===== src/rtl/bus_stall_bridge_pkg.sv =====
// cpu_reg_package: shared bus widths, bridge state type and error read value for
// bus_stall_bridge and its watchdog sub-module.
//   address_width      CPU/peripheral address width
//   data_width         CPU/peripheral data width
//   bus_stall_state_t  bridge FSM state (IDLE, ISSUE, WAIT, DONE)
//   BUS_STALL_ERR_DATA read value returned when an access is aborted
//   addr_in_window()   window decode, evaluated one bit wider so base+size cannot wrap
package cpu_reg_package;

   localparam int unsigned address_width = 32;
   localparam int unsigned data_width    = 32;

   typedef enum logic [1:0] {
      IDLE  = 2'd0,
      ISSUE = 2'd1,
      WAIT  = 2'd2,
      DONE  = 2'd3
   } bus_stall_state_t;

   localparam logic [data_width-1:0] BUS_STALL_ERR_DATA = '1;

   function automatic logic addr_in_window(input logic [address_width-1:0] addr,
                                           input logic [address_width-1:0] base,
                                           input logic [address_width:0]   size);
      logic [address_width:0] a;
      logic [address_width:0] lo;
      logic [address_width:0] hi;
      a  = {1'b0, addr};
      lo = {1'b0, base};
      hi = lo + size;
      return (a >= lo) && (a < hi);
   endfunction

endpackage


===== src/rtl/bus_stall_bridge_timeout.sv =====
// bus_stall_timeout: WAIT-state watchdog counter for bus_stall_bridge.
// Only instantiated when BUS_STALL_TIMEOUT_EN is defined.
//   clk_i      system clock
//   reset_i    synchronous active-high reset
//   clear_i    restart the count (asserted in the cycle before WAIT is entered)
//   count_i    advance the count (asserted in every WAIT cycle)
//   expired_o  count has reached TIMEOUT_CYCLES-1
module bus_stall_timeout
   import cpu_reg_package::*;
#(
   parameter int unsigned TIMEOUT_CYCLES = 1024
) (
   input  logic clk_i,
   input  logic reset_i,
   input  logic clear_i,
   input  logic count_i,
   output logic expired_o
);

   localparam int unsigned CountWidth = (TIMEOUT_CYCLES > 2) ? $clog2(TIMEOUT_CYCLES) : 1;
   localparam logic [CountWidth-1:0] CountLast = CountWidth'(TIMEOUT_CYCLES - 1);

   logic [CountWidth-1:0] count_q;

   assign expired_o = (count_q == CountLast);

   always_ff @(posedge clk_i) begin
      if (reset_i) begin
         count_q <= '0;
      end else if (clear_i) begin
         count_q <= '0;
      end else if (count_i && !expired_o) begin
         count_q <= count_q + 1'b1;
      end
   end

endmodule


===== src/rtl/bus_stall_bridge.sv =====
// bus_stall_bridge: halts the CPU while an access to a slow peripheral window completes.
// An in-window access latches address/we/data, issues a one-cycle per_req_o, waits for
// per_busy_i to drop, captures per_data_i into cpu_data_o and releases the CPU.
// Optional feature macro: BUS_STALL_TIMEOUT_EN (WAIT watchdog, sticky timeout_o).
//   clk_i, reset_i             clock, synchronous active-high reset
//   cpu_address_i/we_i/data_i  CPU bus request
//   cpu_data_o, cpu_halt_o     captured read data, CPU freeze (combinational in IDLE)
//   per_address_o/we_o/data_o  latched request toward the peripheral
//   per_req_o                  one-cycle request pulse
//   per_data_i, per_busy_i     peripheral read data and busy
//   timeout_o                  sticky watchdog flag (0 without the macro)
module bus_stall_bridge
   import cpu_reg_package::*;
#(
   parameter logic [address_width-1:0] BASE_ADDR      = 32'h9000,
   parameter logic [address_width:0]   WINDOW_SIZE    = 33'h100,
   parameter int unsigned              TIMEOUT_CYCLES = 1024
) (
   input  logic                     clk_i,
   input  logic                     reset_i,
   input  logic [address_width-1:0] cpu_address_i,
   input  logic                     cpu_we_i,
   input  logic [data_width-1:0]    cpu_data_i,
   output logic [data_width-1:0]    cpu_data_o,
   output logic                     cpu_halt_o,
   output logic [address_width-1:0] per_address_o,
   output logic                     per_we_o,
   output logic [data_width-1:0]    per_data_o,
   output logic                     per_req_o,
   input  logic [data_width-1:0]    per_data_i,
   input  logic                     per_busy_i,
   output logic                     timeout_o
);

   bus_stall_state_t         state_q;
   logic                     served_q;
   logic [address_width-1:0] lat_addr_q;
   logic                     lat_we_q;
   logic [data_width-1:0]    lat_data_q;
   logic                     per_req_q;
   logic [data_width-1:0]    cpu_data_q;
   logic                     in_win;
   logic                     hit;

   // served suppresses a re-hit while the CPU still presents the address just completed
   assign in_win = addr_in_window(cpu_address_i, BASE_ADDR, WINDOW_SIZE);
   assign hit    = in_win && !(served_q && (cpu_address_i == lat_addr_q));

   always_comb begin
      cpu_halt_o = 1'b0;
      if (state_q == IDLE) begin
         cpu_halt_o = hit;
      end else begin
         cpu_halt_o = (state_q != DONE);
      end
   end

   assign per_address_o = lat_addr_q;
   assign per_we_o      = lat_we_q;
   assign per_data_o    = lat_data_q;
   assign per_req_o     = per_req_q;
   assign cpu_data_o    = cpu_data_q;

`ifdef BUS_STALL_TIMEOUT_EN
   logic timer_expired;
   logic timeout_q;

   bus_stall_timeout #(
      .TIMEOUT_CYCLES(TIMEOUT_CYCLES)
   ) u_timeout (
      .clk_i    (clk_i),
      .reset_i  (reset_i),
      .clear_i  (state_q == ISSUE),
      .count_i  (state_q == WAIT),
      .expired_o(timer_expired)
   );

   assign timeout_o = timeout_q;
`else
   logic unused_timeout_cycles;
   assign unused_timeout_cycles = ^TIMEOUT_CYCLES;
   assign timeout_o = 1'b0;
`endif

   always_ff @(posedge clk_i) begin
      if (reset_i) begin
         state_q    <= IDLE;
         served_q   <= 1'b0;
         lat_addr_q <= '0;
         lat_we_q   <= 1'b0;
         lat_data_q <= '0;
         per_req_q  <= 1'b0;
         cpu_data_q <= '0;
`ifdef BUS_STALL_TIMEOUT_EN
         timeout_q  <= 1'b0;
`endif
      end else begin
         per_req_q <= 1'b0;
         if (cpu_address_i != lat_addr_q) begin
            served_q <= 1'b0;
         end
         case (state_q)
            IDLE: begin
               if (hit) begin
                  lat_addr_q <= cpu_address_i;
                  lat_we_q   <= cpu_we_i;
                  lat_data_q <= cpu_data_i;
                  per_req_q  <= 1'b1;
                  state_q    <= ISSUE;
               end
            end
            ISSUE: begin
               state_q <= WAIT;
            end
            WAIT: begin
               if (!per_busy_i) begin
                  cpu_data_q <= per_data_i;
                  state_q    <= DONE;
               end
`ifdef BUS_STALL_TIMEOUT_EN
               else if (timer_expired) begin
                  cpu_data_q <= BUS_STALL_ERR_DATA;
                  timeout_q  <= 1'b1;
                  state_q    <= DONE;
               end
`endif
            end
            DONE: begin
               // set wins over the address-change clear in this cycle
               served_q <= 1'b1;
               state_q  <= IDLE;
            end
            default: state_q <= IDLE;
         endcase
      end
   end

endmodule


===== config.mk =====
export PLATFORM = sky130hd
export DESIGN_NAME = bus_stall_bridge
export DESIGN_NICKNAME = d
export VERILOG_FILES = /design/src/rtl/bus_stall_bridge_pkg.sv /design/src/rtl/bus_stall_bridge_timeout.sv /design/src/rtl/bus_stall_bridge.sv
export SDC_FILE = /design/constraint.sdc
export NUM_CORES = 1
export LEC_CHECK = 0
export ABC_AREA = 1
export BUFFER_PORTS_ARGS = -buffer_cell sky130_fd_sc_hd__buf_4
export CAP_MARGIN = 40
export CORE_ASPECT_RATIO = 0.6
export CORE_UTILIZATION = 45
export CTS_CLUSTER_SIZE = 14
export DETAILED_ROUTE_END_ITERATION = 16
export HOLD_SLACK_MARGIN = 0.05
export PLACE_DENSITY = 0.86
export SYNTH_ARGS = -nofsm -noshare
export SYNTH_HDL_FRONTEND = slang
export SYNTH_SLANG_ARGS = --single-unit

===== constraint.sdc =====
create_clock -name clk_i -period 3.2 [get_ports clk_i]
set_input_delay 0.16 -clock clk_i [delete_from_list [all_inputs] [get_ports clk_i]]
set_output_delay 0.16 -clock clk_i [all_outputs]
set_load 0.05 [all_outputs]

==> impl_metrics.ini, run 1 <==
[status]
status = finished clean

[power_and_ir_drop]
p_clk_share_pct = 34.0
finalPower_w = 0.003396
vdd_ir_drop_max_mv = 0.4529
p_sw_w = 0.001065
swShare_pct = 31.35
p_leak_nw = 3.530
p_comb_share_pct = 25.1
powerDensity_nw_per_um2 = 515.4
power.internal_w = 0.002331
seq_power_share_pct = 41.0

[detailed_routing]
drt_iter0_markers = 150
vias_per_cell = 4.504
firstDrtPassIters = 4
drc_errors = 0
wl_per_cell_um = 12.20
wirelength_mm = 12.31
drtAntennaViolNets = 0
vias = 4545

[sta]
fin_setup_tns_ns = 0
worst_pin_slew_ns = 0.6567
max_slew_margin_pct = 56.16
final.min_clock_period_ns = 2.198
finalMaxSlewViolations = 0
rsz0062_at_grt = false
finClkSkew_ns = 0.01204
worst_slack_ns = 1.002
hold_viol = 0
fmax_ghz = 0.4550
min_period_over_period_pct = 68.68
setup_violations = 0

[worst_setup_path]
crit_required_ns = 3.42
crit_path_max_incr_delay_ns = 0.46
startpoint = per_address_o[17]
r2r_end = per_data_o[3]
crit_path_start_kind = flip-flop
end_kind = flip-flop
cp_max_fo = 55
crit_chain = inv_1 -> or2_2 -> nand4_1 -> nor2_1 -> nand3_2 -> nand3_4 -> buf_12 -> o21ai_0 -> nor2_1
critPathKind = reg -> reg
slowest_stage = nand3_4
crit_arrival_ns = 2.42
reg2reg_depth = 9
cpMostUsedCell = nor2_1
r2r-start = per_address_o[17]
r2r_slack_ns = 1.00

[logic_synthesis]
ys_types = 28
synth_largest_area_cell = dfxtp_1
yosys-top-cells-area = dfxtp_1, nor2_1, inv_1
synth_warnings = 0
syn_nets = 765
ys_ff_latch = 101
ys_seq_area_share_pct = 45.68
syn-instance-count = 661
syn_area_per_cell_um2 = 6.697
synth_top_area_share_pct = 45.68
syn_area_um2 = 4427

[floorplanning]
io_pins = 200
core-area_um2 = 9358
start_util_pct = 47.31
dieArea_um2 = 10250
row_count = 27
die_h_um = 78.83
die-width_um = 130.0

[flow_run]
maxCapViolCount = 0

[placement]
place_congestion = 0.8580
dp_slack_ns = 0.9679
dp_hpwl_mm = 8.680
place.port_buffers = 198

[clocking]
post_cts_buffers = 0
post_cts_resized = 0
clock_path_buffers = 2
cts_buffers = 9
cts.sink_count = 101
hold_buffers = 27
clk_pin_slew_ns = 0.07
root_buffer = clkbuf_16
cts_tree = built
cts_max_level = 3
insertion_delay_ns = 0.33

[global_route]
grt_pass1_vias = 4258
grt_max_degree = 56
antenna_found_initial = 0
grt_use_total_pct = 24.09
overflow = 0
grt_pass1_wl_mm = 19.53

[finish]
num_antenna_cells = 0
n_fill_cell = 756
nNetsFinal = 978
regArea_um2 = 2022
drive_above_1_share_pct = 25.60
multi_input_area_um2 = 1734
area_growth_pct = 48.84

[worst_hold_path]
hold_path_depth = 3
min_path_type = in -> reg
min_to = cpu_data_o[11]
hold_start = per_data_i[11]
[sequential cells by signal (all words and copies together) (netlist names)]
name and count:
cpu_data_o 32, per_address_o 32, per_data_o 32, per_req_o 1, per_we_o 1, served_q 1
state_q 2
[through the flow]
step           hold WS [ns]  instances  utilization (%)  instance area [µm²]
3_3_place_gp         0.3826        964            63.89                 5978
3_5_place_dp         0.3819        965            64.05                 5993
5_1_grt             0.05350       1009            70.41                 6589
2_1_floorplan        0.2291        661                -                 4427
6_report            0.05868       1009            70.41                 6589
4_1_cts             0.05074       1008            70.30                 6579
[logic make-up after synthesis]
logic type | Yosys count | synth area share [%]
buf+inv | 168 | 15.21
compound gates | 78 | 8.988
other cells | 1 | 0.08471
flops | 101 | 45.68
fa+ha+maj | 4 | 1.131
xor+xnor | 9 | 1.781
simple gates | 300 | 27.13
[worst max-delay path: cells and delay by family (launching register included)]
kind                   cells  cell delay, ns
buffers and inverters      2            0.44
AND/OR/NAND/NOR            6            1.06
flip-flops                 1            0.35
AO/OA/AOI/OAI              1            0.22
[final cells by class]
type | instances | area share, %
Tap cell | 130 | 2.469
Clock buffer | 11 | 3.532
Timing Repair Buffer | 230 | 27.76
Inverter | 140 | 7.976
Clock inverter | 5 | 1.253
Multi-Input combinational cell | 392 | 26.32
Sequential cell | 101 | 30.69
[cell usage after synthesis]
cell type  count
a21oi_1        5
nand3_1       26
nand3_2        1
clkbuf_1      13
nor2_2         1
o211ai_1       1
buf_4          1
or2_2          2
nand3_4        1
ha_1           4
inv_2          2
nor2_1       141
nor3_1         2
o21a_1         1
buf_1          3
xor2_1         4
buf_6          4
conb_1         1
dfxtp_1      101
o21ai_0       69
or2_1          2
o21ai_1        1
buf_2          7
xnor2_1        5
a21boi_1       1
inv_1        138
nand4_1        3
nand2_1      121
[placed cells by master (no fill, tap or decap), types with 3 or more instances in the layout]
master,count
nand2_1,121
xnor2_1,5
clkbuf_16,9
inv_1,137
buf_4,199
dlygate4sd3_1,28
inv_2,3
nand3_1,26
ha_1,4
dfxtp_1,101
o21ai_0,69
nor2_1,140
a21oi_1,5
xor2_1,4
nand4_1,3
[worst max path at each step]
stage / end / cells after the start
global placement: per_data_o[6] / 12
global route: per_data_o[2] / 9
CTS: per_data_o[3] / 9
finish: per_data_o[3] / 9
floorplan: cpu_halt_o / 8
detailed placement: per_data_o[3] / 12
[per-layer routing]
layer	vias to the layer above	global-route usage (%)	wire length (µm)
met4	0	4.302	65
met3	6	9.164	1025
met2	135	40.11	5731
met1	2026	29.78	5488
li1	2378	-	-
met5	-	0	0
[power by group through the flow]
stage | combinational (W) | clock [W] | sequential (W)
final | 0.000851 | 0.00115 | 0.00139
after global placement | 0.000804 | 0 | 0.00141
after CTS | 0.000848 | 0.00119 | 0.00139
after global routing | 0.000910 | 0.00125 | 0.00140
after floorplan | 0.000270 | 0 | 0.00165
after detailed placement | 0.000820 | 0 | 0.00141
Note: power is estimated with default switching activity, not from simulation.
==> run 2: changes to the inputs <==
- ABC_AREA: 1 -> 0
- CORE_UTILIZATION: 45 -> 41
- PLACE_DENSITY: 0.86 -> 0.85
- clock period: 3.2 -> 1.9 ns (I/O delays scaled with it)
==> impl_metrics.ini, run 2 <==
[global_route]
overflow = 0
grt_use_total_pct = 28.84
use_met3_pct = 6.414
grt_busiest_layer = met2
grt_max_degree = 35
grt_pass1_vias = 4332
met2_usage_pct = 51.62
antenna_found_initial = 0
gr-usage-met1_pct = 33.58
grt_pass1_wl_mm = 22.02

[logic_synthesis]
ys_seq_area_share_pct = 51.40
syn-instance-count = 416
yosys-top-cells-area = dfxtp_1, mux2i_1, nand2_1
synth_edf_count = 0
syn_area_per_cell_um2 = 9.456
synth_largest_area_cell = dfxtp_1
syn_area_um2 = 3934
synth_warnings = 0
ys_top_cells_by_count = dfxtp_1, nand2_1, nor2_1, mux2i_1, a21oi_1
ys_ff_latch = 101
synth_top_flop_cell = dfxtp_1
synth_top_area_share_pct = 51.40
yosys.cell_count.top_type = dfxtp_1
ys_types = 37
async_flop_share_pct = 0
syn_nets = 520

[clocking]
cts_buffers = 9
cts_tree = built
clk_pin_slew_ns = 0.06
root_buffer = clkbuf_16
clock_path_buffers = 2
insertion_delay_ns = 0.34
cts.sink_count = 101
cts_max_level = 3

[sta]
finClkSkew_ns = 0.008968
hold_viol = 0
setup_violations = 63
finalMaxSlewViolations = 0
worst_slack_ns = -0.2708
min_period_over_period_pct = 114.3
holdWs_ns = 0.07401
final.min_clock_period_ns = 2.171
rsz0062_at_grt = true
fmax_ghz = 0.4607

[placement]
place.port_buffers = 198
dp_hpwl_mm = 8.987
place_congestion = 0.9050
dp_slack_ns = -0.4473

[finish]
area_growth_pct = 86.80
layout_common_cells = buf_4, dfxtp_1, dlygate4sd3_1
nNetsFinal = 852
final_common_cell = buf_4
final_core_util_pct = 79.39
num_antenna_cells = 0
multi_input_area_um2 = 1942
drive_above_1_share_pct = 45.33
regArea_um2 = 2059
n_fill_cell = 566

[worst_hold_path]
min_path_type = in -> reg
hold_start = cpu_address_i[0]
min_to = per_address_o[0]
hold_path_depth = 3

[worst_setup_path]
crit_path_start_kind = flip-flop
critPathKind = reg -> out
slowest_stage = dfxtp_2
path_buf_inv = 3
cp_max_fo = 3
end_kind = primary output
path_delay_family = buffers and inverters
crit_chain = xnor2_1 -> nand3_2 -> nor3_2 -> buf_4 -> a41oi_4 -> buf_6 -> a21o_4 -> buf_8
crit_path_max_incr_delay_ns = 0.33
crit_arrival_ns = 2.08
crit_required_ns = 1.80
r2r_end = per_data_o[9]
r2r-start = per_address_o[30]
r2r_slack_ns = -0.20
reg2reg_depth = 10
startpoint = per_address_o[30]

[detailed_routing]
drtAntennaViolNets = 0
drt_iter0_markers = 185
firstDrtPassIters = 5
vias_per_cell = 4.835
wl_per_cell_um = 16.81
vias = 4255
wirelength_mm = 14.79
drc_errors = 0

[status]
status = finished, violations left
violations = negative setup slack

[floorplanning]
core-area_um2 = 9256
io_pins = 200
dieArea_um2 = 10000
die_h_um = 77.88
die-width_um = 128.5
row_count = 27
start_util_pct = 42.50

[flow_run]
maxCapViolCount = 0

[power_and_ir_drop]
p_sw_w = 0.0009162
vdd_ir_drop_max_mv = 0.4508
swShare_pct = 21.51
p_leak_nw = 3.237
powerDensity_nw_per_um2 = 579.7
p_comb_share_pct = 10.5
p_clk_share_pct = 40.0
seq_power_share_pct = 49.5
power.internal_w = 0.003343
==> run 2: changes by cell type in the layout (fill, tap and decap cells not counted), moves of 44 or more <==
cell / before / now
o21ai_0: 69 / 1
inv_1: 137 / 4
dlygate4sd3_1: 28 / 72
nand2_1: 121 / 67
buf_4: 199 / 264
nor2_1: 140 / 50
==> run 2: cell type report <==
cell class	instances	share of cell area (%)
Timing Repair Buffer	345	39.33
Sequential cell	101	28.03
Multi-Input combinational cell	285	26.43
Clock buffer	10	3.405
Tap cell	130	2.214
Inverter	6	0.3065
Clock inverter	3	0.2895
==> run 2: per-layer routing <==
metal / share of wire [%] / wire [µm]
met1: 41 / 6018
met2: 51 / 7533
met3: 5.8 / 855
met4: 2.6 / 382
met5: 0 / 0
==> run 2: what timing repair did <==
| action | 4_1_cts | 5_1_grt |
|---|---|---|
| setup buffers | 5 | 3 |
| hold endpoints to repair | 71 | 1 |
| setup endpoints to repair | 64 | 68 |
| pin swaps | 24 | 17 |
| gates cloned | 3 | 0 |
| gates resized for setup | 23 | 25 |
| hold buffers | 71 | 1 |
==> run 2: logic make-up (layout without fill, tap and decap cells) <==
group                    Yosys count  in the layout  share of synthesized area (%)
AND/OR/NAND/NOR                  162            162                          18.26
flip-flops                       101            101                          51.40
AO/OA/AOI/OAI                     47             47                          7.125
multiplexers                      41             41                          10.43
XOR/XNOR                          30             30                          6.679
buffers and inverters             30            364                          4.739
adder cells (fa/ha/maj)            4              4                          1.272
other                              1              1                        0.09533
==> run 2: worst max-delay path by stage <==
stage | to | cells past startpoint
global placement | per_address_o[24] | 8
detailed placement | per_address_o[31] | 8
finish | cpu_halt_o | 8
global route | cpu_halt_o | 8
floorplan | per_address_o[3] | 9
CTS | cpu_halt_o | 8
==> run 2: power by group through the flow <==
| stage | Clock (W) | Combinational [W] | Sequential (W) |
|---|---|---|---|
| floorplan | 0 | 0.0000712 | 0.00216 |
| global placement | 0 | 0.000281 | 0.00216 |
| detailed placement | 0 | 0.000285 | 0.00216 |
| CTS | 0.00175 | 0.000411 | 0.00211 |
| global route | 0.00184 | 0.000472 | 0.00211 |
| finish | 0.00170 | 0.000447 | 0.00211 |
==> run 2: worst min-delay path, stage by stage <==
cell     delay, ns
buf_4         0.10
mux2i_1       0.08
nor2_1        0.09
==> run 2: metrics by stage <==
stage                     instances  TNS [ns]  total power, W  instance area (µm²)
final                           880    -7.092        0.004260                 7348
after global routing            880    -12.56        0.004420                 7348
after CTS                       877    -6.696        0.004268                 7198
after detailed placement        785    -21.65        0.002444                 5982
after global placement          784    -16.56        0.002440                 5967
after floorplan                 416         0        0.002231                 3975
==> run 3: changes to the inputs <==
- CORE_UTILIZATION: 41 -> 45
- PLACE_DENSITY: 0.85 -> 0.88
- clock period: 1.9 -> 2.1 ns (I/O delays scaled with it)
==> impl_metrics.ini, run 3 (synthesis gave the netlist of run 2 again) <==
[status]
status = finished, violations left
violations = negative setup slack

[clocking]
cts.sink_count = 101
cts_max_level = 3
clk_pin_slew_ns = 0.07
root_buffer = clkbuf_16
clock_path_buffers = 2
insertion_delay_ns = 0.33
cts_tree = built
cts_buffers = 9

[finish]
instances_no_fill = 805
n_fill_cell = 477
layout_common_cells = buf_4, dfxtp_1, nand2_1
final_area_um2 = 6634
nNetsFinal = 795
area_growth_pct = 68.64
final_common_cell = buf_4
drive_above_1_share_pct = 36.64

[sta]
holdWs_ns = 0.05517
fmax_ghz = 0.4665
hold_viol = 0
finalMaxSlewViolations = 0
worst_slack_ns = -0.04344
max_slew_margin_pct = 54.06
final.min_clock_period_ns = 2.143
worst_pin_slew_ns = 0.6883
min_period_over_period_pct = 102.1
rsz0062_at_grt = true
finClkSkew_ns = 0.006155
setup_violations = 19

[placement]
dp_hpwl_mm = 8.162
dpl_cell_area_um2 = 5578
dp_slack_ns = -0.2488
place.port_buffers = 198
dp_cells = 719
place_congestion = 0.9098

[worst_setup_path]
critPathKind = reg -> reg
crit_arrival_ns = 2.34
r2r_slack_ns = -0.04
end_kind = flip-flop
cp_max_fo = 20
crit_required_ns = 2.30
crit_path_start_kind = flip-flop

[global_route]
grt_pass1_vias = 4063
antenna_found_initial = 1
overflow = 0
grt_pass1_wl_mm = 19.40
grt_max_degree = 42
grt_use_total_pct = 27.83

[power_and_ir_drop]
vdd_ir_drop_max_mv = 0.5593
powerDensity_nw_per_um2 = 576.2
p_leak_nw = 2.870

[floorplanning]
row_count = 25
start_util_pct = 48.18
die_h_um = 74.42
io_pins = 200
die-width_um = 122.7
core-area_um2 = 8164
dieArea_um2 = 9132

[detailed_routing]
drtAntennaViolNets = 0
drt_iter0_markers = 171
wirelength_mm = 12.95
wl_per_cell_um = 16.09
vias_per_cell = 4.955
drc_errors = 0
firstDrtPassIters = 4
vias = 3989

[flow_run]
maxCapViolCount = 0

[worst_hold_path]
min_path_type = in -> reg
## run 3: cell types whose count changed in the layout (fill, tap and decap cells not counted), moves of 4 or more
cell           change
buf_4             -45
dlygate4sd3_1      -7
dfxtp_1           +16
dfxtp_4            -4
xnor2_1            +8
xnor2_2            -8
dfxtp_2           -12
## run 3: routing by layer
metal / share of wire, % / GRT usage [%] / vias to the layer above
li1: - / - / 1922
met5: 0 / 0 / -
met2: 48 / 49.00 / 186
met4: 1.8 / 9.079 / 0
met3: 7.5 / 7.055 / 25
met1: 42 / 33.70 / 1856
## run 3: final timing paths
kind / startpoint / end / cells past startpoint
worst max-delay path: state_q[1] / per_data_o[29] / 9
worst max register to register: state_q[1] / per_data_o[29] / 9
worst min-delay path: cpu_address_i[3] / per_address_o[3] / 3
worst min register to register: cpu_data_o[24] / cpu_data_o[24] / 2
## run 3: cell type report
class / instances / area (µm²) / share of cell area, %
multi-input cells: 285 / 1792 / 27.01
clock inverters: 3 / 20.02 / 0.3018
well taps: 108 / 135.1 / 2.037
repair buffers: 288 / 2372 / 35.76
flip-flops and latches: 101 / 2029 / 30.59
clock buffers: 13 / 260.3 / 3.923
inverters: 6 / 22.52 / 0.3395
diodes: 1 / 2.502 / 0.03772
## run 3: per-stage QoR
stage          setup TNS (ns)  total power (W)  util (%)
4_1_cts               -0.1508         0.003831     80.77
3_5_place_dp           -9.019         0.002208     68.32
5_1_grt                -6.625         0.003958     81.26
3_3_place_gp           -3.627         0.002202     68.32
2_1_floorplan               0         0.002023         -
6_report              -0.3757         0.003823     81.26
## run 3: power breakdown
part | total [W] | leakage, nW | internal, W | switching [W]
combinational | 0.000365 | 1.92 | 0.000236 | 0.000129
sequential | 0.00191 | 0.816 | 0.00191 | 0.000000000110
clock | 0.00154 | 0.132 | 0.000868 | 0.000676
total | 0.00382 | 2.87 | 0.00302 | 0.000804
## run 3: worst max-delay path, stage by stage (launching register included)
cell and delay [ns]:
dfxtp_1 0.36, inv_1 0.10, ha_1 0.17, inv_1 0.06, or3_4 0.40, a41oi_4 0.22
buf_4 0.21, buf_16 0.20, mux2i_1 0.24, nor2_1 0.06
## run 3: what timing repair did
item                                    in CTS  in global routing
endpoints found under the setup margin      31                 64
pin swaps                                    4                  7
gates resized for setup                      9                  8
gates cloned                                 1                  0
buffers inserted                             3                  0
hold endpoints to repair                    65                  0
hold buffers                                65                  0
